**config.mk**
```make
export PLATFORM = sky130hd
export DESIGN_NAME = store_align_buffer_flat
export DESIGN_NICKNAME = d
export VERILOG_FILES = /design/src/rtl/store_align_buffer_if.sv /design/src/rtl/store_align_buffer.sv /design/src/flat_wrapper.sv
export SDC_FILE = /design/constraint.sdc
export NUM_CORES = 1
export LEC_CHECK = 0
export ABC_CLOCK_PERIOD_IN_PS = 2900
export CELL_PAD_IN_SITES_DETAIL_PLACEMENT = 2
export CELL_PAD_IN_SITES_GLOBAL_PLACEMENT = 2
export CORE_MARGIN = 2
export CORE_UTILIZATION = 40
export DETAILED_ROUTE_END_ITERATION = 7
export PLACE_DENSITY = 0.92
export SLEW_MARGIN = 20
export SYNTH_ARGS = -nofsm -noshare
export SYNTH_HDL_FRONTEND = slang
export SYNTH_SLANG_ARGS = --single-unit
```
**constraint.sdc**
```tcl
create_clock -name clk -period 2.9 [get_ports clk]
set_input_delay 0.435 -clock clk [delete_from_list [all_inputs] [get_ports clk]]
set_output_delay 0.435 -clock clk [all_outputs]
set_load 0.02 [all_outputs]
```
**src/rtl/store_align_buffer_if.sv**
```systemverilog
// Store-buffer bus bundle: MEM-stage store/load port toward the buffer and the
// cache write port out of it, plus the drain FSM state for observation.
interface store_align_buffer_if #(
    parameter int CNT_W = 3
);
    // Handshakes: a store transfers on the rising edge where st_valid and st_ready
    // are both high; wr_req holds wr_addr/wr_data/wr_be stable until the edge
    // where wr_ack is high, which retires that write.
    logic             st_valid;
    logic [1:0]       st_type;
    logic [31:0]      st_addr;
    logic [31:0]      st_data;
    logic             st_ready;
    logic             misalign;
    logic             ld_check;
    logic [31:0]      ld_addr;
    logic             ld_conflict;
    logic             wr_req;
    logic [31:0]      wr_addr;
    logic [31:0]      wr_data;
    logic [3:0]       wr_be;
    logic             wr_ack;
    logic             empty;
    logic [CNT_W-1:0] count;
    logic             state_dbg;

    modport master (
        output st_valid, st_type, st_addr, st_data, ld_check, ld_addr, wr_ack,
        input  st_ready, misalign, ld_conflict, wr_req, wr_addr, wr_data, wr_be,
               empty, count, state_dbg
    );

    modport slave (
        input  st_valid, st_type, st_addr, st_data, ld_check, ld_addr, wr_ack,
        output st_ready, misalign, ld_conflict, wr_req, wr_addr, wr_data, wr_be,
               empty, count, state_dbg
    );
endinterface

```
**src/rtl/store_align_buffer.sv**
```systemverilog
// RV32I store aligner plus a small in-order store buffer drained to the data
// cache one write at a time over wr_req/wr_ack.
module store_align_buffer #(
    parameter int DEPTH = 4,
    parameter int CNT_W = 3
) (
    input  logic                 clk,
    input  logic                 rst,
    store_align_buffer_if.slave  bus
);
    localparam int PW = $clog2(DEPTH);

    typedef enum logic {IDLE, REQ} drain_state_t;

    drain_state_t     state, state_nx;
    logic [PW-1:0]    rd_ptr, wr_ptr;
    logic [CNT_W-1:0] cnt;
    logic [DEPTH-1:0] ent_vld;
    logic [29:0]      ent_addr [DEPTH];
    logic [31:0]      ent_data [DEPTH];
    logic [3:0]       ent_be   [DEPTH];

    logic [1:0]  a;
    logic [31:0] al_data;
    logic [3:0]  al_be;
    logic        mis, rdy, push, pop, hit;
    logic        unused_ld_low;

    assign a = bus.st_addr[1:0];

    always_comb begin
        al_data = '0;
        al_be   = '0;
        case (bus.st_type)
            2'b01: begin
                al_data = {24'b0, bus.st_data[7:0]} << {a, 3'b000};
                al_be   = 4'b0001 << a;
            end
            2'b10: begin
                al_data = {16'b0, bus.st_data[15:0]} << {a[1], 4'b0000};
                al_be   = 4'b0011 << {a[1], 1'b0};
            end
            2'b11: begin
                al_data = bus.st_data;
                al_be   = 4'b1111;
            end
            default: ;
        endcase
    end

    assign mis  = bus.st_valid & (((bus.st_type == 2'b10) & a[0]) |
                                  ((bus.st_type == 2'b11) & (a != 2'b00)));
    // Readiness uses registered count only, so a same-cycle ack never frees a slot.
    assign rdy  = (cnt != CNT_W'(DEPTH));
    assign push = bus.st_valid & (bus.st_type != 2'b00) & ~mis & rdy;
    assign pop  = (state == REQ) & bus.wr_ack;

    always_ff @(posedge clk) begin
        if (rst) begin
            cnt     <= '0;
            rd_ptr  <= '0;
            wr_ptr  <= '0;
            ent_vld <= '0;
        end else begin
            if (pop) begin
                rd_ptr          <= rd_ptr + 1'b1;
                ent_vld[rd_ptr] <= 1'b0;
            end
            if (push) begin
                wr_ptr          <= wr_ptr + 1'b1;
                ent_vld[wr_ptr] <= 1'b1;
            end
            cnt <= cnt + CNT_W'(push) - CNT_W'(pop);
        end
    end

    always_ff @(posedge clk) begin
        if (push) begin
            ent_addr[wr_ptr] <= bus.st_addr[31:2];
            ent_data[wr_ptr] <= al_data;
            ent_be[wr_ptr]   <= al_be;
        end
    end

    always_ff @(posedge clk) begin
        if (rst) state <= IDLE;
        else     state <= state_nx;
    end

    // Returning to IDLE after every ack guarantees a gap cycle between requests.
    always_comb begin
        state_nx   = state;
        bus.wr_req = 1'b0;
        case (state)
            IDLE: if (cnt != '0) state_nx = REQ;
            REQ: begin
                bus.wr_req = 1'b1;
                if (bus.wr_ack) state_nx = IDLE;
            end
            default: state_nx = IDLE;
        endcase
    end

    always_comb begin
        hit = 1'b0;
        for (int i = 0; i < DEPTH; i++) begin
            if (ent_vld[i] && (ent_addr[i] == bus.ld_addr[31:2])) hit = 1'b1;
        end
    end

    assign unused_ld_low   = ^bus.ld_addr[1:0];
    assign bus.ld_conflict = bus.ld_check & hit;
    assign bus.st_ready    = rdy;
    assign bus.misalign    = mis;
    assign bus.wr_addr     = {ent_addr[rd_ptr], 2'b00};
    assign bus.wr_data     = ent_data[rd_ptr];
    assign bus.wr_be       = ent_be[rd_ptr];
    assign bus.empty       = (cnt == '0);
    assign bus.count       = cnt;
    assign bus.state_dbg   = (state == REQ);
endmodule

```
**src/flat_wrapper.sv**
```systemverilog
// flat-port wrapper written by rule: the top's interface ports become plain ports
module store_align_buffer_flat 
#(
    parameter int DEPTH = 4,
    parameter int CNT_W = 3
)
  (clk, rst, bus_st_valid, bus_st_type, bus_st_addr, bus_st_data, bus_ld_check, bus_ld_addr, bus_wr_ack, bus_st_ready, bus_misalign, bus_ld_conflict, bus_wr_req, bus_wr_addr, bus_wr_data, bus_wr_be, bus_empty, bus_count, bus_state_dbg);
  store_align_buffer_if #(.CNT_W(CNT_W)) bus_i ();
  input  logic clk;
  input  logic rst;
  input wire logic [$bits(bus_i.st_valid)-1:0] bus_st_valid;
  input wire logic [$bits(bus_i.st_type)-1:0] bus_st_type;
  input wire logic [$bits(bus_i.st_addr)-1:0] bus_st_addr;
  input wire logic [$bits(bus_i.st_data)-1:0] bus_st_data;
  input wire logic [$bits(bus_i.ld_check)-1:0] bus_ld_check;
  input wire logic [$bits(bus_i.ld_addr)-1:0] bus_ld_addr;
  input wire logic [$bits(bus_i.wr_ack)-1:0] bus_wr_ack;
  output wire logic [$bits(bus_i.st_ready)-1:0] bus_st_ready;
  output wire logic [$bits(bus_i.misalign)-1:0] bus_misalign;
  output wire logic [$bits(bus_i.ld_conflict)-1:0] bus_ld_conflict;
  output wire logic [$bits(bus_i.wr_req)-1:0] bus_wr_req;
  output wire logic [$bits(bus_i.wr_addr)-1:0] bus_wr_addr;
  output wire logic [$bits(bus_i.wr_data)-1:0] bus_wr_data;
  output wire logic [$bits(bus_i.wr_be)-1:0] bus_wr_be;
  output wire logic [$bits(bus_i.empty)-1:0] bus_empty;
  output wire logic [$bits(bus_i.count)-1:0] bus_count;
  output wire logic [$bits(bus_i.state_dbg)-1:0] bus_state_dbg;
  assign bus_i.st_valid = bus_st_valid;
  assign bus_i.st_type = bus_st_type;
  assign bus_i.st_addr = bus_st_addr;
  assign bus_i.st_data = bus_st_data;
  assign bus_i.ld_check = bus_ld_check;
  assign bus_i.ld_addr = bus_ld_addr;
  assign bus_i.wr_ack = bus_wr_ack;
  assign bus_st_ready = bus_i.st_ready;
  assign bus_misalign = bus_i.misalign;
  assign bus_ld_conflict = bus_i.ld_conflict;
  assign bus_wr_req = bus_i.wr_req;
  assign bus_wr_addr = bus_i.wr_addr;
  assign bus_wr_data = bus_i.wr_data;
  assign bus_wr_be = bus_i.wr_be;
  assign bus_empty = bus_i.empty;
  assign bus_count = bus_i.count;
  assign bus_state_dbg = bus_i.state_dbg;
  store_align_buffer #(.DEPTH(DEPTH), .CNT_W(CNT_W)) u_core (.clk(clk), .rst(rst), .bus(bus_i));
endmodule
```
==> summary.md, run 1 <==
| Metric | Value |
|---|---|
| Slew @ Worst Pin | about 0.76 ns |
| RSZ-0062 raised after global routing | true |
| VDD IR-drop max | 538 uV |
| Number of nets with antenna violations after routing | 0 |
| Leak | 5.29 nW |
| Post-route DRC violation count | 0 |
| Maxcap violations | 0 |
| Clk Tree Root Cell | clkbuf_16 |
| Cell depth of the worst hold path | 1 |
| Critical path type | primary input to output pin |
| Starting density of the core | about two fifths |
| Largest net degree at the start of global routing | 37 |
| I/O pins | 180 |
| Sink Count | around 280 |
| Clock-pin slew on the worst setup and hold paths | ~0.060 ns |
| Final #Nets | about 1000 |
| First-pass iteration count of the detailed router | 6 |
| Global-route wire length before repair | about 53000 um |
| Async S/R FF share, synth | 0% |
| Top FF cell, synth | edfxtp_1 |
| Reg2reg setup slack | 0.74 ns |
| Vias in the first global route | 8085 |
| Layout cell share with drive strength beyond 1 | slightly above 20% |
| Chip width | between 150 and 200 um |
| Most frequent cells in the layout | edfxtp_1, clkdlybuf4s50_1, xnor2_1 |
| Tot Pwr | 10.7 mW |
| Flops & latches, synth | around 280 |
| Yosys warns | 0 |
| Remaining global-route overflow | 0 |
| Netlist cell types | 40 |
| Status | finished clean |
| Fin Hold WS | around 0.52 ns |
| Via count | just over 7000 |
| Die H | roughly 180 um |
| Most common cell after layout, fill and taps aside | edfxtp_1 |
| Mapped Avg Cell Area | roughly 18 sq um |
| Routed len/inst | 27.9 um |
| Slew headroom | about half |
| Setup crit end kind | output pin |
| Worst Hold Launch | bus_st_addr[26] |
| Clk_lat worst skew | 0.55 ns |
| Final Hold Violating Endpoints | 0 |
| Max Buffers Root-to-Sink | 3 |
| Row count | between 60 and 70 |
| Fmax | 351 MHz |
| Critical Path Most Common Cell | nand4_1 |
| CP max-delay cell | clkdlybuf4s50_1 |
| Setup-failing EPs final | 0 |
| Fin crit share | a little over nine tenths |
| Port-buffer cells | 175 |
| Starting DRT DRC Count | between 500 and 600 |
| PD cells | 681 nW/um^2 |
| CP required | 2.47 ns |
| Die area | roughly 32000 sq um |
| R2R cell count | 8 |
| Total core area | approximately 30000 sq um |
| Avg Vias per Cell | 5.46 |
| Cells along the critical path | clkdlybuf4s50_1, xnor2_2, nand4_1, nor4_2, nand4_1, a41oi_2, buf_4 |
| Worst Hold Path EP | u_core.ent_addr[2][24]$_DFFE_PP_ |
| Worst hold path class | primary input to flop |
| TritonCTS clock tree | done |
| Worst setup SP type | primary input |
| WP data arrival | 2.41 ns |
| Area growth syn-to-layout | 29.7% |
| Period minus WS final | about 2.8 ns |
| RR Startpoint | u_core.bus.count[2]$_SDFF_PP0_ |
| Number of diodes | 0 |
| Layout fillers | about 2600 |
| Gpl congestion | 0.855 |
| Overall global routing resource usage | between 20% and 30% |
| Worst clock skew | 0.0107 ns |
| Initial antenna violation count | 0 |
| Critical Path Max Stage Delay | ~0.61 ns |
| Final WL | 36400 um |
| Crit-path max FO | 4 |
| Register area share after synthesis | 67.7% |
| Synth Cell Area | between 10000 and 15000 sq um |
| Number of CTS-inserted buffers | 31 |
| Post-DP HPWL | about 26000 um |
| Worst flop-to-flop path endpoint | u_core.bus.count[2]$_SDFF_PP0_ |
| Cells after synthesis | between 600 and 700 |
| Slew Viols, Final | 0 |
| H-tree Lvls | 1 |
| Post-synth EDFFs | between 200 and 300 |
## repair_timing
action,CTS,global route
endpoints found under the setup margin,58,18
cloned,0,0
gates resized for setup,12,24
hold buffers,0,0
buffers inserted,1,0
endpoints found under the hold margin,0,0
## stage by stage
| stage | TNS [ns] | instances | utilization [%] | area, sq um | setup WS (ns) |
|---|---|---|---|---|---|
| after global routing | -0.0565 | 1305 | 52.9 | 15700 | -0.0334 |
| after detailed placement | -0.355 | 1247 | 49.3 | 14700 | -0.355 |
| final | 0 | 1305 | 52.9 | 15700 | 0.0529 |
| after floorplan | 0 | 672 | - | 12100 | 0.470 |
| after global placement | -0.287 | 1247 | 49.3 | 14700 | -0.287 |
| after CTS | 0 | 1305 | 52.7 | 15600 | 0.000455 |
## registers in the layout, summed over array words and instances (netlist names), named ones only
| register | count |
|---|---|
| u_core.bus.count | 3 |
| u_core.bus.state_dbg | 1 |
| u_core.ent_addr | 120 |
| u_core.ent_be | 16 |
| u_core.ent_data | 128 |
| u_core.ent_vld | 4 |
| u_core.rd_ptr | 2 |
| u_core.wr_ptr | 2 |
## worst max path at each step
stage	start	endpoint	slack (ns)	depth (start not counted)
floorplan	bus_st_addr[1]	u_core.ent_addr[0][0]$_DFFE_PP_	0.47	6
CTS	u_core.ent_addr[2][0]$_DFFE_PP_	bus_ld_conflict	0.0005	6
finish	bus_ld_addr[3]	bus_ld_conflict	0.05	7
global route	bus_ld_addr[3]	bus_ld_conflict	-0.03	7
global placement	bus_ld_addr[8]	bus_ld_conflict	-0.29	9
detailed placement	bus_ld_addr[4]	bus_ld_conflict	-0.35	8
## power breakdown
group	internal, mW	total (mW)	leakage (nW)	switching [mW]
Sequential	4.58	4.70	2.53	0.113
Clock	2.03	3.58	0.452	1.55
Combinational	1.20	2.43	2.31	1.23
Total	7.81	10.7	5.29	2.89
## area by class of cell
cell class	count	area, sq um	share of cell area [%]
Sequential cell	278	8210	52.2
Multi-Input combinational cell	331	3690	23.5
Timing Repair Buffer	229	2340	14.9
Clock buffer	38	802	5.10
Tap cell	390	488	3.10
Clock inverter	19	111	0.708
Inverter	20	75.1	0.477
## synth_stat cells, types with 2 or more instances
| master | number | area share (%) |
|---|---|---|
| buf_2 | 22 | 0.91 |
| mux4_2 | 66 | 12 |
| a21oi_1 | 6 | 0.25 |
| nor4_1 | 17 | 0.88 |
| clkbuf_1 | 7 | 0.22 |
| nor3_1 | 3 | 0.12 |
| xor2_1 | 44 | 3.2 |
| nor2_1 | 11 | 0.34 |
| and2b_1 | 3 | 0.19 |
| ha_1 | 10 | 1.0 |
| a22o_1 | 16 | 1.2 |
| inv_1 | 20 | 0.62 |
| nand2_1 | 7 | 0.22 |
| a222oi_1 | 8 | 0.66 |
| buf_4 | 8 | 0.50 |
| a22oi_2 | 3 | 0.31 |
| clkbuf_2 | 4 | 0.17 |
| buf_6 | 2 | 0.19 |
| and2_2 | 4 | 0.25 |
| edfxtp_1 | 264 | 65 |
| o21ai_0 | 2 | 0.083 |
| nand4_1 | 24 | 1.2 |
| nor2b_1 | 10 | 0.52 |
| and2_1 | 2 | 0.10 |
| dfxtp_1 | 14 | 2.3 |
| xnor2_1 | 80 | 5.8 |
## layer usage
metal	track usage (%)	up-vias	wire length, um
met5	0	-	0
met4	6.39	0	1020
met3	4.52	53	2390
met2	41.7	295	18900
met1	28.4	3711	14100
li1	-	3070	-
## critical path: cells and delay by family
| family | cells | cell delay, ns |
|---|---|---|
| xor+xnor | 1 | 0.29 |
| compound gates | 1 | 0.24 |
| buf+inv | 2 | 0.79 |
| simple gates | 3 | 0.64 |
## logic make-up (layout without fill, tap and decap cells)
logic type               after synthesis  count (layout)  synth area share, %
adder cells (fa/ha/maj)               11              11                 1.20
AND/OR/NAND/NOR                       88              88                 4.38
flip-flops                           278             278                 67.7
XOR/XNOR                             124             124                 8.96
multiplexers                          67              67                 12.3
AO/OA/AOI/OAI                         39              39                 2.78
other                                  1               2               0.0309
buffers and inverters                 63             306                 2.59
No activity file was read; power rests on OpenSTA's default activity.
==> run 2: changes to the inputs <==
RECOVER_POWER = 25   (was default)
==> run 2 against run 1 <==
Core utilization about the same; clock power about the same; combinational power about the same; sequential share of layout area about the same; routed wire length increased by 0.30%; register-to-register slack got worse by 0.07 ns.
==> summary.md, run 2 (synthesis results as in run 1) <==
| Metric | Value |
|---|---|
| H-tree Lvls | 1 (unchanged) |
| Power share of the clock group | 33.5% (was 33.4%) |
| Largest delay share family, worst path | buffers and inverters (unchanged) |
| Slew headroom | 50.4% (was 48.9%) |
| Final instance count without filler cells | 1306 (was 1305) |
| Sequential cell area | 8210 sq um (unchanged) |
| DRT met1 WL | 14200 um (was 14100 um) |
| Layout cell share with drive strength beyond 1 | 20.3% (was 20.7%) |
| Bufs and invs on worst path | 2 (unchanged) |
| Routed len/inst | 28.0 um (was 27.9 um) |
| Max reg flops | 128 (unchanged) |
| Cts hold-fix bufs | 0 (unchanged) |
| VDD IR-drop max | 539 uV (was 538 uV) |
| Final WL | 36500 um (was 36400 um) |
| Post-route DRC violation count | 0 (unchanged) |
| Chip width | 178 um (unchanged) |
| Dpl ws | -0.355 ns (unchanged) |
| Clock-pin slew on the worst setup and hold paths | 0.06 ns (about the same) |
| Clk Tree Root Cell | clkbuf_16 (unchanged) |
| Number of CTS-inserted buffers | 31 (unchanged) |
| Starting DRT DRC Count | 583 (was 585) |
| Initial antenna violation count | 1 (was 0) |
| Fmax | 351 MHz (about the same) |
| CP required | 2.47 ns (about the same) |
| Setup TNS | 0 ns (unchanged) |
| Layout fillers | 2572 (was 2571) |
| Row count | 63 (unchanged) |
| Status | finished clean (unchanged) |
| RSZ-0062 raised after global routing | true (unchanged) |
| Most frequent cells in the layout | edfxtp_1, clkdlybuf4s50_1, xnor2_1 (unchanged) |
| Avg Vias per Cell | 5.45 (was 5.46) |
| Psw | 2.89 mW (about the same) |
| Maxcap violations | 0 (unchanged) |
| CP max-delay cell | clkdlybuf4s50_1 (unchanged) |
| Critical path type | primary input to output pin (unchanged) |
| Vias in the first global route | 8085 (unchanged) |
| Seq pwr share | 43.9% (about the same) |
| Final #Nets | 1005 (unchanged) |
| RR Startpoint | u_core.bus.count[1]$_SDFF_PP0_ (was u_core.bus.count[2]$_SDFF_PP0_) |
| Worst clock skew | 0.0120 ns (was 0.0107 ns) |
| Post-layout util | 52.9% (about the same) |
| Via count | 7123 (was 7129) |
| Total core area | 29700 sq um (unchanged) |
| Most common cell after layout, fill and taps aside | edfxtp_1 (unchanged) |
| DP Cell Count | 1247 (unchanged) |
| Slew @ Worst Pin | 0.742 ns (was 0.765 ns) |
| Largest Register | u_core.ent_data (unchanged) |
| Area growth syn-to-layout | 29.6% (was 29.7%) |
| Global-route wire length before repair | 53300 um (unchanged) |
| Die area | 31700 sq um (unchanged) |
| Setup-failing EPs final | 0 (unchanged) |
| PD cells | 681 nW/um^2 (about the same) |
| DR top layer | met4 (unchanged) |
| Worst hold path class | flop to flop (was primary input to flop) |
| Port-buffer cells | 175 (unchanged) |
| Pint | 7.80 mW (was 7.81 mW) |
| Overall global routing resource usage | 23.2% (unchanged) |
| Sw Ratio | 27.0% (about the same) |
| Worst Hold Launch | u_core.wr_ptr[1]$_SDFFE_PP0P_ (was bus_st_addr[26]) |
| Clk_lat worst skew | 0.55 ns (about the same) |
| Period minus WS final | 2.85 ns (about the same) |
| Largest net degree at the start of global routing | 37 (unchanged) |
| Slew Viols, Final | 0 (unchanged) |
| Sink Count | 278 (unchanged) |
| Remaining global-route overflow | 0 (unchanged) |
| Worst setup SP type | primary input (unchanged) |
| Leak | 5.28 nW (was 5.29 nW) |
| Logic pwr share | 22.6% (was 22.7%) |
| First-pass iteration count of the detailed router | 5 (was 6) |
| WP data arrival | 2.41 ns (about the same) |
| Number of nets with antenna violations after routing | 0 (unchanged) |
| I/O pins | 180 (unchanged) |
| Setup crit start | bus_ld_addr[3] (unchanged) |
| Final worst slack | 0.0538 ns (was 0.0529 ns) |
| Crit-path max FO | 4 (unchanged) |
| Cells along the critical path | clkdlybuf4s50_1, xnor2_2, nand4_1, nor4_2, nand4_1, a41oi_2, buf_4 (unchanged) |
| Critical Path Most Common Cell | nand4_1 (unchanged) |
| Met3 WL | 2350 um (was 2390 um) |
| Post-DP HPWL | 25600 um (unchanged) |
| Max Buffers Root-to-Sink | 3 (unchanged) |
| Starting density of the core | 40.8% (unchanged) |
| TritonCTS clock tree | done (unchanged) |
| Die H | 178 um (unchanged) |
| Final Hold Violating Endpoints | 0 (unchanged) |
| Setup crit end kind | output pin (unchanged) |
| Fin crit share | 98.1% (was 98.2%) |
| Metal2 WL | 18900 um (about the same) |
| Multi-input logic area | 3690 sq um (unchanged) |
| Gpl congestion | 0.855 (unchanged) |
| Regs by FF count | u_core.ent_data: 128 flops, u_core.ent_addr: 120 flops, u_core.ent_be: 16 flops (unchanged) |
| Critical Path Max Stage Delay | 0.61 ns (about the same) |
[run 2: cell count changes in the layout (fill, tap and decap cells not counted)]
cell,change
and2_1,-1
clkbuf_1,+3
diode_2,+1
buf_4,-3
clkdlybuf4s50_1,-32
dlygate4sd3_1,+32
and2_0,+1
[run 2: tightest hold or removal path, stage by stage (launching register included)]
cell	delay, ns
dfxtp_1	0.35
o21ai_0	0.10
a21oi_1	0.08
[run 2: per-stage QoR]
step	hold slack (ns)	power, mW	cell area [sq um]
global placement	0.504	7.11	14700
finish	0.585	10.7	15700
global route	0.594	11.1	15700
detailed placement	0.568	7.22	14700
CTS	0.505	10.8	15600
floorplan	0.465	6.09	12100
[run 2: layer usage]
layer / global-route usage [%] / vias up
li1: - / 3073
met1: 28.4 / 3704
met2: 41.7 / 291
met3: 4.52 / 55
met4: 6.39 / 0
met5: 0 / -
[run 2: what timing repair did]
action,CTS,global route
resized for setup,12,24
endpoints found under the setup margin,58,18
buffers inserted,1,0
[run 2: layout make-up]
type / count / area share [%]
Clock buffer: 38 / 5.10
Antenna cell: 1 / 0.0159
Tap cell: 390 / 3.11
Inverter: 20 / 0.478
Clock inverter: 19 / 0.709
Timing Repair Buffer: 229 / 14.8
Multi-Input combinational cell: 331 / 23.5
Sequential cell: 278 / 52.3
[run 2: power by group through the flow]
stage / logic, mW / registers, mW / clock network (mW)
finish: 2.42 / 4.70 / 3.58
global route: 2.58 / 4.71 / 3.79
CTS: 2.48 / 4.70 / 3.66
detailed placement: 2.42 / 4.80 / 0
global placement: 2.34 / 4.78 / 0
floorplan: 1.33 / 4.76 / 0
[run 2: worst paths after layout]
path	end	slack [ns]	cells past startpoint
worst min-delay path	u_core.wr_ptr[1]$_SDFFE_PP0P_	0.59	2
worst max-delay path	bus_ld_conflict	0.05	7
worst min register to register	u_core.wr_ptr[1]$_SDFFE_PP0P_	0.59	2
worst max register to register	u_core.ent_data[3][13]$_DFFE_PP_	0.67	6
